$ cat config.mk
export PLATFORM = sky130hd
export DESIGN_NAME = itrx_amba2_ahb_slv_if
export DESIGN_NICKNAME = d
export VERILOG_FILES = /design/src/rtl/itrx_amba2_ahb_pkg.sv /design/src/rtl/itrx_amba2_ahb_slv_if.sv
export SDC_FILE = /design/constraint.sdc
export NUM_CORES = 1
export LEC_CHECK = 0
export ABC_AREA = 1
export BUFFER_PORTS_ARGS = -buffer_cell sky130_fd_sc_hd__clkbuf_2
export CAP_MARGIN = 5
export CORE_ASPECT_RATIO = 0.75
export CORE_UTILIZATION = 40
export CTS_CLUSTER_SIZE = 10
export DETAILED_ROUTE_END_ITERATION = 16
export GPL_TIMING_DRIVEN = 0
export PLACE_DENSITY = 0.86
export SETUP_SLACK_MARGIN = 0.05
export SLEW_MARGIN = 0
export SYNTH_ARGS = -nofsm -noshare
export SYNTH_HDL_FRONTEND = slang
export SYNTH_SLANG_ARGS = --single-unit
$ cat constraint.sdc
create_clock -name hclk -period 2.1 [get_ports hclk]
set_clock_uncertainty 0.2 [all_clocks]
set_input_delay 0.63 -clock hclk [delete_from_list [all_inputs] [get_ports hclk]]
set_output_delay 0.63 -clock hclk [all_outputs]
set_load 0.1 [all_outputs]
$ cat src/rtl/itrx_amba2_ahb_pkg.sv
// Shared AMBA2 AHB types and helpers for the itrx AHB slave family.
package itrx_amba2_ahb_pkg;

  typedef enum logic [1:0] {
    TRANS_IDLE   = 2'b00,
    TRANS_BUSY   = 2'b01,
    TRANS_NONSEQ = 2'b10,
    TRANS_SEQ    = 2'b11
  } te_htrans;

  typedef enum logic {
    HWRITE_READ  = 1'b0,
    HWRITE_WRITE = 1'b1
  } te_hwrite;

  typedef enum logic [2:0] {
    SIZE_BYTE   = 3'd0,
    SIZE_HALF   = 3'd1,
    SIZE_WORD   = 3'd2,
    SIZE_DWORD  = 3'd3,
    SIZE_4WORD  = 3'd4,
    SIZE_8WORD  = 3'd5,
    SIZE_16WORD = 3'd6,
    SIZE_32WORD = 3'd7
  } te_hsize;

  typedef enum logic [1:0] {
    RESP_OKAY  = 2'b00,
    RESP_ERROR = 2'b01,
    RESP_RETRY = 2'b10,
    RESP_SPLIT = 2'b11
  } te_hresp;

  typedef struct packed {
    logic cacheable;
    logic bufferable;
    logic privileged;
    logic data;
  } ts_hprot;

  // Little-endian lane mask for buses up to 64 bits; caller truncates to its lane count.
  // Assumes the access is already size-aligned.
  function automatic logic [7:0] f_hsize_be(input te_hsize hsize, input logic [2:0] addr_lsbs);
    logic [7:0] base;
    case (hsize)
      SIZE_BYTE: base = 8'h01;
      SIZE_HALF: base = 8'h03;
      SIZE_WORD: base = 8'h0F;
      default:   base = 8'hFF;
    endcase
    return base << addr_lsbs;
  endfunction

endpackage

$ cat src/rtl/itrx_amba2_ahb_slv_if.sv
// AHB slave front-end: one back-end req/ack handshake per AHB transfer, with
// wait states, two-cycle ERROR for illegal accesses, back-end errors and timeouts.
//
// state  | meaning
// IDLE   | no transfer in progress, zero-wait OKAY
// ACCESS | back-end request outstanding
// ERR1   | first ERROR cycle (hreadyout low)
// ERR2   | second ERROR cycle (hreadyout high), may accept a new transfer
module itrx_amba2_ahb_slv_if
  import itrx_amba2_ahb_pkg::*;
#(
  parameter int AW     = 32,
  parameter int DW     = 32,
  parameter int TO_CYC = 255
) (
  input  logic            hclk,
  input  logic            hresetn,
  input  logic            hsel,
  input  logic [AW-1:0]   haddr,
  input  te_htrans        htrans,
  input  te_hwrite        hwrite,
  input  te_hsize         hsize,
  input  ts_hprot         hprot,
  input  logic [DW-1:0]   hwdata,
  input  logic            hready,
  output logic            hreadyout,
  output te_hresp         hresp,
  output logic [DW-1:0]   hrdata,
  output logic            be_req,
  output logic            be_we,
  output logic [AW-1:0]   be_addr,
  output logic [DW/8-1:0] be_be,
  output ts_hprot         be_prot,
  output logic [DW-1:0]   be_wdata,
  input  logic            be_ack,
  input  logic            be_err,
  input  logic [DW-1:0]   be_rdata
);

  localparam int BW = DW / 8;
  localparam int LW = $clog2(BW);
  localparam int TW = (TO_CYC > 0) ? $clog2(TO_CYC + 1) : 1;
  localparam logic [TW-1:0] TMAX  = TW'(TO_CYC);
  localparam logic [TW-1:0] TLAST = TW'((TO_CYC > 0) ? TO_CYC - 1 : 0);

  typedef enum logic [1:0] {IDLE, ACCESS, ERR1, ERR2} te_slv_state;

  te_slv_state state, state_nxt, free_nxt;

  logic            sample, misalign, illegal, in_free, load;
  logic            acked_ok, timeout, fail;
  logic [TW-1:0]   timer;
  logic [AW-1:0]   addr_q;
  logic            we_q;
  logic [BW-1:0]   be_q;
  ts_hprot         prot_q;

  assign sample = hsel & hready & ((htrans == TRANS_NONSEQ) | (htrans == TRANS_SEQ));

  always_comb begin
    case (hsize)
      SIZE_BYTE:  misalign = 1'b0;
      SIZE_HALF:  misalign = haddr[0];
      SIZE_WORD:  misalign = |haddr[1:0];
      SIZE_DWORD: misalign = |haddr[2:0];
      default:    misalign = 1'b0;
    endcase
  end

  assign illegal  = (int'(hsize) > LW) | misalign;
  assign acked_ok = be_ack & ~be_err;
  assign timeout  = (TO_CYC != 0) && (timer == TLAST);
  // An ack in the expiry cycle takes priority over the timeout.
  assign fail     = (be_ack & be_err) | (~be_ack & timeout);
  assign in_free  = (state == IDLE) | (state == ERR2) | ((state == ACCESS) & acked_ok);
  assign load     = in_free & sample & ~illegal;

  always_ff @(posedge hclk) begin
    if (!hresetn) state <= IDLE;
    else          state <= state_nxt;
  end

  always_comb begin
    if (!sample)      free_nxt = IDLE;
    else if (illegal) free_nxt = ERR1;
    else              free_nxt = ACCESS;
  end

  always_comb begin
    state_nxt = state;
    case (state)
      IDLE, ERR2: state_nxt = free_nxt;
      ACCESS: begin
        if (acked_ok)  state_nxt = free_nxt;
        else if (fail) state_nxt = ERR2;
      end
      ERR1:    state_nxt = ERR2;
      default: state_nxt = IDLE;
    endcase
  end

  always_comb begin
    hreadyout = 1'b1;
    hresp     = RESP_OKAY;
    hrdata    = '0;
    be_req    = 1'b0;
    case (state)
      ACCESS: begin
        be_req    = 1'b1;
        hreadyout = acked_ok;
        hresp     = fail ? RESP_ERROR : RESP_OKAY;
        if (be_ack && !we_q) hrdata = be_rdata;
      end
      ERR1: begin
        hreadyout = 1'b0;
        hresp     = RESP_ERROR;
      end
      ERR2:    hresp = RESP_ERROR;
      default: ;
    endcase
  end

  always_ff @(posedge hclk) begin
    if (!hresetn) begin
      addr_q <= '0;
      we_q   <= 1'b0;
      be_q   <= '0;
      prot_q <= '0;
      timer  <= '0;
    end else if (load) begin
      addr_q <= haddr & ~AW'(BW - 1);
      we_q   <= (hwrite == HWRITE_WRITE);
      be_q   <= BW'(f_hsize_be(hsize, 3'(haddr[LW-1:0])));
      prot_q <= hprot;
      timer  <= '0;
    end else if (state == ACCESS && timer != TMAX) begin
      timer <= timer + TW'(1);
    end
  end

  assign be_we    = we_q;
  assign be_addr  = addr_q;
  assign be_be    = be_q;
  assign be_prot  = prot_q;
  assign be_wdata = hwdata;

endmodule
**Yosys cells after proc, flatten, opt, wreduce, memory -nomap -nowiden**

Index checks and enable logic that the tools add are counted.

- Bits in registers: 49
- Output and inout port bits: 109
- Logic and storage cells: 65
- Input bits: 112

- Order comparisons: 1
- Bitwise logic cells: 17
- Equal/unequal tests: 11
- Add/subtract/negate cells: 1
- Shift-type cells: 1
- Reduce and logical (&&, ||, !) cells: 10
- Mux-type cells: 15

Operator list:

| kind | count |
|---|---|
| 32-bit two-way mux | 2 |
| 8-bit one-hot mux with 3 select lines | 1 |
| 8-bit two-way mux | 2 |
| 8-bit by 1-bit adder with 8-bit output, second input constant | 1 |
| 1-bit AND | 8 |
| 2-bit equality test, second input constant | 4 |
| 8-bit equality test, second input constant | 1 |
| 2-bit two-way mux | 4 |
| 8-bit inequality test, second input constant | 1 |
| 2-bit OR reduction | 4 |
| 8-bit by 2-bit << shifter with 4-bit output | 1 |
| 3-bit by 2-bit equality test with 1-bit output, second input constant | 2 |
| 2-bit one-hot mux with 3 select lines | 1 |
| 1-bit bitwise OR | 5 |
| 1-bit NOT | 4 |
| 1-bit one-hot mux with 2 select lines | 2 |
| 3-bit by 1-bit equality test with 1-bit output, second input constant | 1 |
| 3-bit by 2-bit greater-than comparator with 1-bit output, second input constant | 1 |
| 3-bit logical NOT | 1 |
| 3-bit inequality test, second input constant | 1 |
| 1-bit one-hot mux with 3 select lines | 1 |
| 3-bit OR reduction | 1 |
| 2-bit by 1-bit equality test with 1-bit output, second input constant | 1 |
| 1-bit logical AND | 2 |
| other kinds (3) | 4 |

**Depth between registers and ports, before layout**

- Depth in word-level cells: 9
- Gate-level depth with buffers: 10
- Depth with buffers taken out: 10

**Worst setup path after synthesis**

Ideal clock, no wire load.

- Kind: reg2out
- Start: register state[1]
- End: output hresp[0]
- Arrival time: 3092 ps
- Path slack: -1822 ps
- Stages on the path, launching flop included: 7
- Data required time: 1270 ps
- Cells stage by stage: dfxtp_1 inv_1 ha_1 inv_1 a21oi_1 nand2_1 a21oi_1

- Longest elaborated chain between the ends: 3
- Elaborated cells between the ends (all ways): 5

RTL lines:

| element | RTL line | source |
|---|---|---|
| from (decl) | itrx_amba2_ahb_slv_if.sv:48 | `te_slv_state state, state_nxt, free_nxt;` |
| from (signal assigned) | itrx_amba2_ahb_slv_if.sv:80 | `else state <= state_nxt;` |
| 2-bit equality test | itrx_amba2_ahb_slv_if.sv:107 | `case (state)` |
| 2-bit OR reduction (no source line) | -- |  |
| 1-bit one-hot mux with 2 select lines * | itrx_amba2_ahb_slv_if.sv:107 |  |
| to (decl) | itrx_amba2_ahb_slv_if.sv:27 | `output te_hresp hresp,` |

Mark *: on every way between the ends. The rest lies on a longest branch, timed or not.

**Worst setup path in the final report**

- Start: register state[1]
- End: output hrdata[3]

- Longest elaborated chain between the ends: 2

RTL lines:

| element | RTL line | source |
|---|---|---|
| 2-bit by 1-bit equality test with 1-bit output | itrx_amba2_ahb_slv_if.sv:107 |  |
| 32-bit two-way mux | itrx_amba2_ahb_slv_if.sv:107 |  |
| to (decl) | itrx_amba2_ahb_slv_if.sv:28 | `output logic [DW-1:0] hrdata,` |

No other way between the ends.

==> metrics.csv <==
metric;value;unit
core;7400;um2
ys_top_cells_by_area;dfxtp_1 (32%), nor2_1 (16%), inv_1 (12%);
clock_path_buffers;2;
numCtsBuffers;5;
critPathMaxStageDelay;0.34;ns
clock_latency;0.31;ns
wl_per_cell;12.8;um
drt_iter0_markers;119;
io_pins;221;
slowest_stage;dfxtp_2;
finalHoldViolations;0;
cp_num_buf_inv;3;
synth-seq-cells;49;
syn_to_final_growth;80.6;%
worstPathArrival;1.57;ns
tightest_slew;0.574;ns
netlist_instances;502;
switching_share;0.388;
post-place-ws;-0.560;ns
timing.final.ws_setup;-0.303;ns
via_per_inst;4.45;
rsz0062_at_grt;true;
crit_top_cell;clkbuf_16;
insertedDiodeCount;0;
clock-sinks;49;
grt_antenna_before_repair;0;
power_density;452;nW/um2
fin_area;5550;um2
gp_congestion;0.828;
drtPass1Iterations;4;
clkTransAtPathRegs;0.10;ns
leakage;2.91;nW
timing.final.crit_period;2.40;ns
rows;27;
crit_path_start_kind;flip-flop;
grt_util_all_layers;0.254;
nNetsFinal;827;
h-tree-depth;2;
path_depth;6;
slew_headroom;0.619;
post-route-util;0.750;
critPathMaxFanout;8;
status;finished, violations left;
clkPwrFrac;0.284;
grt_first_pass_wirelength;16.0;mm
ff2ff_path_depth;13;
ctsHoldBuffers;0;
seq_area_frac_synth;0.319;
fmax;416;MHz
die_area;8040;um2
place_area;4490;um2
die_w;103;um
crit_chain;inv_2, ha_4, nand2_8, clkbuf_16, nor2_4, clkbuf_16;
crit_type;flip-flop to primary output;
crit_required;1.27;ns
grt_overflow;0;
synth_area;3070;um2
numPortBuffers;183;
hold_depth;2;
ys_warn_count;0;
cap_violations;0;
start_util;0.415;
p_sw;0.973;mW
drc;0;
ant_nets;0;
period_share;1.14;
cts_root_buf;clkbuf_8;
comb_power_share;0.335;
grt_max_degree;18;
synth_top_area_cell;dfxtp_1;
grt_pass1_vias;3359;
die_y;77.9;um
finalSetupViolations;35;
drive_gt1_frac;0.456;
syn_area_per_cell;6.12;um2
dp_hpwl;6.98;mm
slew_viol_final;0;
vias;3606;
end_kind;primary output;
synth_top_cell_area_share;0.319;
yosysUniqueCellTypes;23;
violations;negative setup slack;
power_frac_seq;0.380;
final_common_cell;clkbuf_2;
min_path_type;flip-flop to flip-flop;
cts_tree;done;
path_delay_family;buffers and inverters;
final_cell_mix;clkbuf_2 (147), nor2_1 (93), inv_1 (91);
intPower;1.54;mW
wl;10.4;mm
ir_drop;0.380;mV
[metal layers]
layer | part of all wire | up-vias | wire length (um) | GRT usage
li1 | - | 1840 | - | -
met1 | 0.40 | 1612 | 4180 | 0.276
met2 | 0.50 | 134 | 5230 | 0.479
met3 | 0.070 | 20 | 726 | 0.0622
met4 | 0.026 | 0 | 275 | 0.0761
met5 | 0 | - | 0 | 0
[power by group through the flow]
stage	logic, mW	clock network [mW]	registers, mW
after floorplan	0.527	0	1.09
after global placement	0.779	0	0.976
after detailed placement	0.790	0	0.977
after CTS	0.827	0.729	0.955
after global routing	0.888	0.758	0.957
final	0.841	0.713	0.954
[final timing paths]
path                                            start                       end  slack [ns]
worst max register to register  state[1]$_SDFFE_PN0P_  be_addr[13]$_SDFFE_PN0P_        0.15
worst min register to register  be_be[2]$_SDFFE_PN0P_     be_be[2]$_SDFFE_PN0P_        0.28
worst max-delay path            state[1]$_SDFFE_PN0P_                 hrdata[3]       -0.30
worst min-delay path            be_be[2]$_SDFFE_PN0P_     be_be[2]$_SDFFE_PN0P_        0.28
[final cells by class]
type	count	area, um2
buffer	55	478
clock buffer	5	68.8
clock inverter	3	50.0
fill	537	1850
inverter	97	374
multi-input combinational	303	1670
sequential	49	993
tap	101	126
timing repair buffer	198	1790
[cell usage after synthesis (all sizes together)]
| cell type | count |
|---|---|
| a21oi | 5 |
| nor3 | 1 |
| nor2 | 132 |
| dfxtp | 49 |
| ha | 6 |
| xnor2 | 2 |
| conb | 1 |
| clkbuf | 5 |
| nand3b | 1 |
| buf | 50 |
| nand2 | 95 |
| nand3 | 49 |
| inv | 97 |
| o21ai | 9 |
[flip-flops by register name (all words and copies together) (netlist names)]
name,count
timer,8
state,2
be_prot,4
be_addr,30
be_be,4
be_we,1
[worst reg2reg max path, stage by stage (launching register included)]
cell,delay (ns)
dfxtp_2,0.34
inv_2,0.07
ha_4,0.20
buf_6,0.12
nand3_4,0.08
nand2_4,0.08
buf_4,0.10
buf_4,0.10
nand2_4,0.06
inv_4,0.12
buf_4,0.19
nand3_1,0.09
nand2_1,0.07
nor2_1,0.04
[per-stage QoR]
step / TNS, ns / hold WS (ns) / cells / power (mW)
floorplan: -11.55 / 0.327 / 504 / 1.61
global placement: -17.42 / 0.255 / 788 / 1.76
detailed placement: -17.66 / 0.264 / 788 / 1.77
CTS: -8.19 / 0.279 / 808 / 2.51
global route: -10.53 / 0.308 / 811 / 2.60
finish: -8.84 / 0.277 / 811 / 2.51
[what timing repair did]
| item | in CTS | in global routing |
|---|---|---|
| setup endpoints to repair | 35 | 35 |
| setup buffers | 9 | 4 |
| gates resized for setup | 121 | 13 |
| gates cloned | 3 | 0 |
| pin swaps | 9 | 4 |
[cell families after synthesis]
group                    synth area share
adder cells (fa/ha/maj)            0.0244
flip-flops                          0.319
buffers and inverters               0.252
AO/OA/AOI/OAI                      0.0252
AND/OR/NAND/NOR                     0.373
other                             0.00122
XOR/XNOR                          0.00570
No activity file was read; power rests on OpenSTA's default activity.
